===== src/rtl/apb_rr_arbiter_pkg.sv =====
// Shared types and constants for the APB round-robin arbiter.
// Holds the FSM state encoding and the sizing helper for the timeout counter.
package apb_arb_pkg;

  typedef enum logic [1:0] {
    IDLE,
    SETUP,
    ACCESS
  } state_t;

  localparam int DEF_NUM_REQ = 4;
  localparam int DEF_ADDR_W  = 32;
  localparam int DEF_DATA_W  = 32;
  localparam int DEF_TIMEOUT = 16;

  // Counter wide enough to hold every value from 0 to TIMEOUT.
  function automatic int tmo_cnt_w(input int timeout);
    return $clog2(timeout + 1);
  endfunction

endpackage


===== src/rtl/apb_rr_arbiter_rr_pick.sv =====
// Combinational round-robin selector: first valid request after last_grant,
// wrapping modulo N; returns one-hot grant, encoded index and any-valid.
module rr_pick #(
  parameter int N     = 4,
  parameter int IDX_W = $clog2(N)
) (
  input  logic [N-1:0]     req,
  input  logic [IDX_W-1:0] last_grant,
  output logic [N-1:0]     grant,
  output logic [IDX_W-1:0] grant_idx,
  output logic             any_valid
);

  logic [IDX_W-1:0] cand_idx [N];

  // cand_idx[gi] is the requester checked at search position gi.
  genvar gi;
  generate
    for (gi = 0; gi < N; gi++) begin : g_cand
      assign cand_idx[gi] = IDX_W'((int'(last_grant) + gi + 1) % N);
    end
  endgenerate

  // Walk from the lowest priority upward so the closest candidate wins last.
  always_comb begin
    grant     = '0;
    grant_idx = '0;
    any_valid = 1'b0;
    for (int i = N - 1; i >= 0; i--) begin
      if (req[cand_idx[i]]) begin
        grant              = '0;
        grant[cand_idx[i]] = 1'b1;
        grant_idx          = cand_idx[i];
        any_valid          = 1'b1;
      end
    end
  end

endmodule


===== src/rtl/apb_rr_arbiter.sv =====
// Shares one APB requester port between NUM_REQ command sources using
// round-robin arbitration, wait-state handling and a hung-transfer timeout.
module apb_rr_arbiter
  import apb_arb_pkg::*;
#(
  parameter int NUM_REQ = DEF_NUM_REQ,
  parameter int ADDR_W  = DEF_ADDR_W,
  parameter int DATA_W  = DEF_DATA_W,
  parameter int TIMEOUT = DEF_TIMEOUT
) (
  input  logic                       clk,
  input  logic                       reset,
  input  logic [NUM_REQ-1:0]         req_valid_i,
  output logic [NUM_REQ-1:0]         req_ready_o,
  input  logic [NUM_REQ*ADDR_W-1:0]  req_addr_i,
  input  logic [NUM_REQ-1:0]         req_write_i,
  input  logic [NUM_REQ*DATA_W-1:0]  req_wdata_i,
  output logic [NUM_REQ-1:0]         rsp_valid_o,
  output logic [DATA_W-1:0]          rsp_rdata_o,
  output logic                       rsp_err_o,
  output logic                       psel_o,
  output logic                       penable_o,
  output logic [ADDR_W-1:0]          paddr_o,
  output logic                       pwrite_o,
  output logic [DATA_W-1:0]          pwdata_o,
  input  logic                       pready_i,
  input  logic [DATA_W-1:0]          prdata_i,
  input  logic                       pslverr_i
);

  localparam int IDX_W = $clog2(NUM_REQ);
  localparam int CNT_W = tmo_cnt_w(TIMEOUT);

  state_t             state_reg;
  logic [IDX_W-1:0]   last_grant_reg;
  logic [IDX_W-1:0]   owner_reg;
  logic [CNT_W-1:0]   wait_cnt_reg;

  logic [NUM_REQ-1:0] pick_grant;
  logic [IDX_W-1:0]   pick_idx;
  logic               pick_any;
  logic [ADDR_W-1:0]  sel_addr;
  logic               sel_write;
  logic [DATA_W-1:0]  sel_wdata;

  rr_pick #(
    .N     (NUM_REQ),
    .IDX_W (IDX_W)
  ) u_rr_pick (
    .req        (req_valid_i),
    .last_grant (last_grant_reg),
    .grant      (pick_grant),
    .grant_idx  (pick_idx),
    .any_valid  (pick_any)
  );

  assign req_ready_o = (state_reg == IDLE) ? pick_grant : '0;
  assign sel_addr    = req_addr_i[pick_idx*ADDR_W +: ADDR_W];
  assign sel_write   = req_write_i[pick_idx];
  assign sel_wdata   = req_wdata_i[pick_idx*DATA_W +: DATA_W];

  always_ff @(posedge clk) begin
    if (reset) begin
      state_reg      <= IDLE;
      last_grant_reg <= IDX_W'(NUM_REQ - 1);
      owner_reg      <= '0;
      wait_cnt_reg   <= '0;
      psel_o         <= 1'b0;
      penable_o      <= 1'b0;
      paddr_o        <= '0;
      pwrite_o       <= 1'b0;
      pwdata_o       <= '0;
      rsp_valid_o    <= '0;
      rsp_rdata_o    <= '0;
      rsp_err_o      <= 1'b0;
    end else begin
      rsp_valid_o <= '0;
      case (state_reg)
        IDLE: begin
          if (pick_any) begin
            psel_o         <= 1'b1;
            penable_o      <= 1'b0;
            paddr_o        <= sel_addr;
            pwrite_o       <= sel_write;
            pwdata_o       <= sel_write ? sel_wdata : '0;
            last_grant_reg <= pick_idx;
            owner_reg      <= pick_idx;
            wait_cnt_reg   <= '0;
            state_reg      <= SETUP;
          end
        end
        SETUP: begin
          penable_o <= 1'b1;
          state_reg <= ACCESS;
        end
        ACCESS: begin
          // Completion and abort share the bus-release path; only the
          // response payload differs.
          if (pready_i || (wait_cnt_reg == CNT_W'(TIMEOUT - 1))) begin
            psel_o                 <= 1'b0;
            penable_o              <= 1'b0;
            paddr_o                <= '0;
            pwrite_o               <= 1'b0;
            pwdata_o               <= '0;
            rsp_valid_o[owner_reg] <= 1'b1;
            state_reg              <= IDLE;
            if (pready_i) begin
              rsp_err_o   <= pslverr_i;
              rsp_rdata_o <= pwrite_o ? '0 : prdata_i;
            end else begin
              rsp_err_o   <= 1'b1;
              rsp_rdata_o <= '0;
            end
          end else begin
            wait_cnt_reg <= wait_cnt_reg + 1'b1;
          end
        end
        default: state_reg <= IDLE;
      endcase
    end
  end

endmodule


===== config.mk =====
export PLATFORM = sky130hd
export DESIGN_NAME = apb_rr_arbiter
export DESIGN_NICKNAME = d
export VERILOG_FILES = /design/src/rtl/apb_rr_arbiter_pkg.sv /design/src/rtl/apb_rr_arbiter_rr_pick.sv /design/src/rtl/apb_rr_arbiter.sv
export SDC_FILE = /design/constraint.sdc
export NUM_CORES = 1
export LEC_CHECK = 0
export ABC_AREA = 1
export CORE_AREA = 10 10 152 154
export DETAILED_ROUTE_END_ITERATION = 10
export DIE_AREA = 0 0 162 164
export PLACE_DENSITY = 0.88
export SLEW_MARGIN = 20
export SYNTH_ARGS = -nofsm -noshare
export SYNTH_HDL_FRONTEND = slang
export SYNTH_SLANG_ARGS = --single-unit

===== constraint.sdc =====
create_clock -name clk -period 6.6 [get_ports clk]
set_input_delay 0.66 -clock clk [delete_from_list [all_inputs] [get_ports clk]]
set_output_delay 0.66 -clock clk [all_outputs]
set_load 0.02 [all_outputs]

=== Word-level counts from Yosys, hierarchy flattened ===
Index checks and enable logic that the tools add are counted.

* Shift-type cells: 2
* Multipliers: 0
* Div/mod/pow operators: 0
* Add/sub/neg operators: 7
* Bitwise gates (word level): 2
* Mux-type cells: 55
* Reduce and logical (&&, ||, !) cells: 16
* Order comparisons: 11
* Equal/unequal tests: 6

{| class="wikitable"
|+ Operator list
! kind !! number
|-
| $shiftx A128 B8 Y32 || 2
|-
| $mux W32 || 6
|-
| $pmux W32 S2 || 2
|-
| $mux W4 || 5
|-
| $mux W1 || 19
|-
| $lt A2 B3 Y1 const B || 6
|-
| $mux W2 || 6
|-
| $add A2 B2 Y2 const B || 5
|-
| $bmux W1 S2 || 5
|-
| $demux W1 S2 || 5
|-
| $ge A2 B1 Y1 const B || 5
|-
| $mux W5 || 2
|-
| $pmux W5 S2 || 1
|-
| $reduce_and A3 Y1 || 3
|-
| $ne A2 B2 Y1 const B || 3
|-
| $pmux W2 S3 || 1
|-
| $reduce_and A2 Y1 || 3
|-
| $add A5 B1 Y5 const B || 1
|-
| $eq A5 B4 Y1 const B || 1
|-
| $logic_and A1 B1 Y1 || 5
|-
| $pmux W1 S2 || 2
|-
| $pmux W1 S3 || 1
|-
| $reduce_bool A3 Y1 || 1
|-
| $reduce_or A3 Y1 || 1
|-
| 7 further kinds || 8
|}

* Input bits: 300
* Output and inout bits: 108
* ROM bits: 0
* Logic and storage cells: 111
* Bits in latches: 0
* Flip-flop bits (word level): 115
* Memory bits (writable): 0
* Memories kept: 0

=== Longest topological paths before layout ===
* Depth in word-level cells: 13
* Gate-level depth with buffers: 19
* Mapped depth without buffers: 18

=== Cells and area by module ===
Synthesis repeated with hierarchy kept, for this count alone.

* Cell total of the unflattened synthesis: 1077
* Area total of the unflattened synthesis: 6663.9 sq um

{| class="wikitable"
|+ By module, submodules not included
! module !! cells an instance !! area an instance (sq um) !! times used
|-
| apb_rr_arbiter || 972 || 6133.4 || 1
|-
| rr_pick || 105 || 530.5 || 1
|}

=== Least setup slack after synthesis ===
Ideal clock, no wire load.

* Kind: register to output
* Start point: reg last_grant_reg[0]
* End point: out req_ready_o[1]
* Data arrival time: 2009 ps
* Stages on the path, launching flop included: 11
* Required time: 5940 ps
* Path buffers: 0
* Setup slack: 3931 ps
* Path through: dfxtp_1 -> inv_2 -> ha_1 -> inv_1 -> nand3_1 -> nand3_1 -> inv_1 -> nand2_1 -> nand2_1 -> a21oi_1 -> a211oi_1

* Word-level cells in the longest chain between the ends: 11
* Elaborated cells on any way between the ends: 39
* Classes of those cells: add/sub (6); order compare (8); mux (21); reduce/logical (4)

{| class="wikitable"
|+ RTL lines
! what !! line !! text
|-
| start, declared || apb_rr_arbiter.sv:35 || <nowiki>logic [IDX_W-1:0] last_grant_reg;</nowiki>
|-
| start signal, assigned || apb_rr_arbiter.sv:65 || <nowiki>last_grant_reg <= IDX_W'(NUM_REQ - 1);</nowiki>
|-
| start signal, assigned || apb_rr_arbiter.sv:86 || <nowiki>last_grant_reg <= pick_idx;</nowiki>
|-
| $add A2 B2 Y2 (2 in a row) || apb_rr_arbiter_rr_pick.sv:20 || <nowiki>assign cand_idx[gi] = IDX_W'((int'(last_grant) + gi + 1) % N);</nowiki>
|-
| $lt A2 B3 Y1 (implied by the code) or $ge A2 B1 Y1 (tied branches) || apb_rr_arbiter_rr_pick.sv:32 || <nowiki>grant[cand_idx[i]] = 1'b1;</nowiki>
|-
| $logic_and A1 B1 Y1 (implied by the code) || apb_rr_arbiter_rr_pick.sv:32 ||
|-
| $mux W1 (implied by the code) || apb_rr_arbiter_rr_pick.sv:32 ||
|-
| $demux W1 S2 || - ||
|-
| $mux W4 (3 in a row) || apb_rr_arbiter_rr_pick.sv:30 || <nowiki>if (req[cand_idx[i]]) begin</nowiki>
|-
| $mux W4 (*) || apb_rr_arbiter_rr_pick.sv:30 ||
|-
| $mux W4 (*) || apb_rr_arbiter.sv:57 || <nowiki>assign req_ready_o = (state_reg == IDLE) ? pick_grant : '0;</nowiki>
|-
| end, declared || apb_rr_arbiter.sv:14 || <nowiki>output logic [NUM_REQ-1:0] req_ready_o,</nowiki>
|}

Every way passes the cells marked *; elsewhere a longest branch is shown, timed or not. The select of a mux whose other input is x is not followed.

=== Final worst setup path ===
* Start point: reg last_grant_reg[0]
* End point: reg paddr_o[7]

* Word-level cells in the longest chain between the ends: 11
* Elaborated cells on any way between the ends: 27
* Classes of those cells: add/sub (6); eq/ne (1); shift (1); mux (18); reduce/logical (1)

{| class="wikitable"
|+ RTL lines
! what !! line !! text
|-
| $add A2 B2 Y2 (2 in a row) || apb_rr_arbiter_rr_pick.sv:20 ||
|-
| $bmux W1 S2 || apb_rr_arbiter_rr_pick.sv:30 ||
|-
| $mux W1 (implied by the code) || apb_rr_arbiter_rr_pick.sv:30 ||
|-
| $mux W2 (4 in a row) || apb_rr_arbiter_rr_pick.sv:30 ||
|-
| $shiftx A128 B8 Y32 || apb_rr_arbiter.sv:58 || <nowiki>assign sel_addr = req_addr_i[pick_idx*ADDR_W +: ADDR_W];</nowiki>
|-
| $mux W32 || apb_rr_arbiter.sv:80 || <nowiki>if (pick_any) begin</nowiki>
|-
| $pmux W32 S2 || apb_rr_arbiter.sv:78 || <nowiki>case (state_reg)</nowiki>
|-
| end signal, assigned || apb_rr_arbiter.sv:83 || <nowiki>paddr_o <= sel_addr;</nowiki>
|-
| end, declared || apb_rr_arbiter.sv:23 || <nowiki>output logic [ADDR_W-1:0] paddr_o,</nowiki>
|}

Several ways; a longest one is shown, not always the timed one. The select of a mux whose other input is x is not followed.
A chain may end at the register's enable or synchronous reset.

==> metrics list <==
* Outcome: completed
- Via count of the first global-routing pass: 8982
- In this run the cell area measured after placement is 11600 sq um.
- The first global-routing pass estimated 50.5 mm of wire.
- The cell that appears most often on the critical path is sky130_fd_sc_hd__nand2_1.
- Die footprint: 26600 sq um
* Post-synthesis instance area: 7530 sq um
- Number of antenna violations at the first check in global routing: 4
- Cells resized by post-CTS repair: 0
- For this design the static power due to leakage is 0.00527 uW.
* Core box area: 20000 sq um
- The count of buffers added on input and output ports is 407.
- Subtracting the final worst setup slack from the clock period gives 4.49 ns.
* Commonest non-fill, non-tap cell in the layout: sky130_fd_sc_hd__clkdlybuf4s50_1
* Largest voltage drop on the vdd net: 266 uV
- Cell Pwr Density: 456 nW/um^2
- The final max-slew violation count came to 0.
- DRC: 0
- Clock-pin slew of the registers on the worst-case setup and hold paths: 0.06 ns
* Top cell type's share of synthesized area: 30.6%
* Dominant cell type by area after synthesis: sky130_fd_sc_hd__dfxtp_1
* Ports: 408
- Main combinational cell family by area after synthesis: simple AND/OR/NAND/NOR gates
- Post-Route Setup TNS: 0 ns
- Max-cap violations in this run came to 0.
- Gate family responsible for the most delay along the worst path: buffers and inverters
- Together, buffers and inverters on the worst path number 4.
- STA classifies the critical path endpoint as a register.
* Clock tree from TritonCTS: done
* Share of layout cells above drive strength 1: 8.47%
- For the pin with the worst max-slew slack, the measured transition is 1.02 ns.
* Simple-Gate Fraction of Synth Area: 43.6%
* Routed vias: 9298
* Cell Count, Final, Fillers Out: 1807
- The worst setup path is launched from a register.
- Detailed placement finished with a half-perimeter wire length of 25.4 mm.
- RSZ-0062 raised after global routing: no
- Highest-count cells in the layout ignoring fill and taps: sky130_fd_sc_hd__clkdlybuf4s50_1, sky130_fd_sc_hd__nand2_1, sky130_fd_sc_hd__nand3_1
- For this block, the initial DRC count from the detailed router was 681.
- The synthesized netlist devotes 1.66% of its cell area to adder and majority cells.
* Initial Utilization: 37.6%
- Router iterations before antenna repair: 5
- Of the total synthesized cell area, the portion taken by XOR and XNOR cells is 0.116%.
- In this run the core area contains 52 standard-cell rows.
- The count of endpoints failing hold in the final timing report came to 0.
* Number of different library cells in the post-synthesis netlist: 31
- On the critical path, the stage with the largest delay is an instance of sky130_fd_sc_hd__inv_2.
* Total wirelength of the detailed-routed design: 33.5 mm
- Cts bufs inserted: 17
- Including well taps, the total number of placed cells is 1772.
- Critical setup path kind: reg -> reg
- The finished cells cover 12200 sq um.
- In the finished design, the share of the clock period the worst path needs comes to 68.1%.
- Height of the die: 164 um
- From left edge to right edge, the die measures 162 um.
- Antenna viol nets, final: 0
- Sequential elements use 30.6% of the synthesized area.
- Final number of setup-violating endpoints: 0
* Filler cells: 1799
- Arrival time of the worst setup path: 4.82 ns
* Routability congestion estimate: 0.937
* Net count of the mapped netlist: 1484
* CTS root buf: sky130_fd_sc_hd__clkbuf_16
- The H-tree was split into 4 levels.
- Mean cell area of the mapped netlist: 6.41 sq um
* Max incr delay on CP: 0.91 ns
- Pin count of the biggest net entering global routing: 84
- Setup slack at placement: 2.08 ns
- Global routing consumed, over all layers together, 23.8% of the routing resources.
- In this run, synthesis produced a sequential element count of 115.
- Cells along the critical path: inv_2 > ha_1 > inv_1 > nand3_2 > nand2_2 > nor2_1 > nand2_2 > buf_4 > nand2_4 > inv_2 > nand2_1 > nand2_1 > nand2_1 > nand2_1 > nand2_1 > a21oi_1
- Cell count after synthesis: 1174
- After synthesis, the share of cell area in mux cells is 0%.
* Congestion Overflow GR: 0
- Once routing completed, OpenROAD measured the worst setup slack at 2.11 ns.
- Across the routed clock network, the largest skew measured is 0.0107 ns.
- Static timing analysis puts the maximum clock frequency at 223 MHz.
- Share of the synthesized area in compound gates (AO/OA/AOI/OAI): 10.8%
* Clk_lat worst skew: 0.41 ns
* Top Registers: paddr_o x32, pwdata_o x32, rsp_rdata_o x32
- Post-layout net count: 1831
* CTS sink count: 115
* Post-CTS setup-driven buffer insertion count: 0
- At the worst endpoint, the required time is 6.93 ns.
- The worst pin sits at a relative slew slack of 31.9%.
- Compared with the post-synthesis result, the final layout area differs by 61.6%.
- Worst Hold Slack: 0.449 ns
* Synthesis warning total: 0
- Min-delay worst type: reg -> reg
* Maximum number of buffers from clock root to sink: 2
- Hold repair after CTS inserted 0 buffers.
- Leading cell types by total area after synthesis: sky130_fd_sc_hd__dfxtp_1, sky130_fd_sc_hd__nand2_1, sky130_fd_sc_hd__nand3_1, sky130_fd_sc_hd__inv_1, sky130_fd_sc_hd__nand3_2
- In the final routed layout, each cell accounts on average for 18.5 um.
- Of all nets on the critical path, the largest fanout is 83.
* Average via count per standard cell: 5.15
worst reg2reg max path, cell delays in order, from the launching register on:
cell	delay [ns]
sky130_fd_sc_hd__dfxtp_1	0.56
sky130_fd_sc_hd__inv_2	0.20
sky130_fd_sc_hd__ha_1	0.38
sky130_fd_sc_hd__inv_1	0.10
sky130_fd_sc_hd__nand3_2	0.11
sky130_fd_sc_hd__nand2_2	0.17
sky130_fd_sc_hd__nor2_1	0.07
sky130_fd_sc_hd__nand2_2	0.06
sky130_fd_sc_hd__buf_4	0.54
sky130_fd_sc_hd__nand2_4	0.67
sky130_fd_sc_hd__inv_2	0.95
sky130_fd_sc_hd__nand2_1	0.15
sky130_fd_sc_hd__nand2_1	0.09
sky130_fd_sc_hd__nand2_1	0.05
sky130_fd_sc_hd__nand2_1	0.10
sky130_fd_sc_hd__nand2_1	0.05
sky130_fd_sc_hd__a21oi_1	0.16
area by class of cell:
type	instances	area (sq um)	area share [%]
Multi-Input combinational cell	830	4250	34.9
Sequential cell	115	2300	18.9
Clock buffer	18	429	3.53
Clock inverter	14	178	1.46
Inverter	142	536	4.40
Timing Repair Buffer	415	4130	33.9
Tap cell	270	338	2.78
Antenna cell	3	7.51	0.0617
path summary, 6_finish.rpt:
path	start	cells after the start	to	slack, ns
max	last_grant_reg[0]$_SDFFE_PP1P_	16	paddr_o[7]$_SDFFE_PP0P_	2.11
min	owner_reg[0]$_SDFFE_PP0P_	1	rsp_valid_o[2]$_SDFF_PP0_	0.45
max reg2reg	last_grant_reg[0]$_SDFFE_PP1P_	16	paddr_o[7]$_SDFFE_PP0P_	2.11
min reg2reg	owner_reg[0]$_SDFFE_PP0P_	1	rsp_valid_o[2]$_SDFF_PP0_	0.45
synth_stat cells:
master	instances
sky130_fd_sc_hd__a211oi_1	3
sky130_fd_sc_hd__a21oi_1	21
sky130_fd_sc_hd__a21oi_2	29
sky130_fd_sc_hd__a22oi_1	3
sky130_fd_sc_hd__buf_1	10
sky130_fd_sc_hd__buf_12	3
sky130_fd_sc_hd__buf_2	41
sky130_fd_sc_hd__buf_4	3
sky130_fd_sc_hd__buf_6	3
sky130_fd_sc_hd__clkbuf_1	27
sky130_fd_sc_hd__dfxtp_1	115
sky130_fd_sc_hd__ha_1	10
sky130_fd_sc_hd__inv_1	134
sky130_fd_sc_hd__inv_2	7
sky130_fd_sc_hd__inv_4	1
sky130_fd_sc_hd__nand2_1	323
sky130_fd_sc_hd__nand2_2	10
sky130_fd_sc_hd__nand2_4	4
sky130_fd_sc_hd__nand3_1	237
sky130_fd_sc_hd__nand3_2	34
sky130_fd_sc_hd__nand3b_1	34
sky130_fd_sc_hd__nand4_1	1
sky130_fd_sc_hd__nor2_1	32
sky130_fd_sc_hd__nor2_2	2
sky130_fd_sc_hd__nor3_1	6
sky130_fd_sc_hd__o211ai_1	1
sky130_fd_sc_hd__o21ai_0	62
sky130_fd_sc_hd__o22ai_1	15
sky130_fd_sc_hd__or2_1	1
sky130_fd_sc_hd__or2_2	1
sky130_fd_sc_hd__xor2_1	1
through the flow:
step	total power, uW	utilization, %
final	5550	60.7
after global routing	5990	60.7
after CTS	5570	60.7
after detailed placement	4600	57.7
after global placement	4490	57.6
after floorplan	3690	-
where the power goes:
part	internal [uW]	switching, uW
clock	598	355
combinational	1230	2460
sequential	833	77.9
metal layers:
layer | wire (um) | vias up | share of wire, % | global-route usage, %
li1 | - | 4492 | - | -
met1 | 12200 | 4301 | 37 | 25.4
met2 | 16600 | 452 | 50 | 41.2
met3 | 3670 | 47 | 11 | 9.81
met4 | 937 | 6 | 2.8 | 9.26
met5 | 41 | - | 0.12 | 0
cell families after synthesis:
kind of cell | Yosys count
compound gates | 134
simple gates | 685
buf+inv | 229
xor+xnor | 1
flops | 115
fa+ha+maj | 10
(Power assumes the default switching activity.)
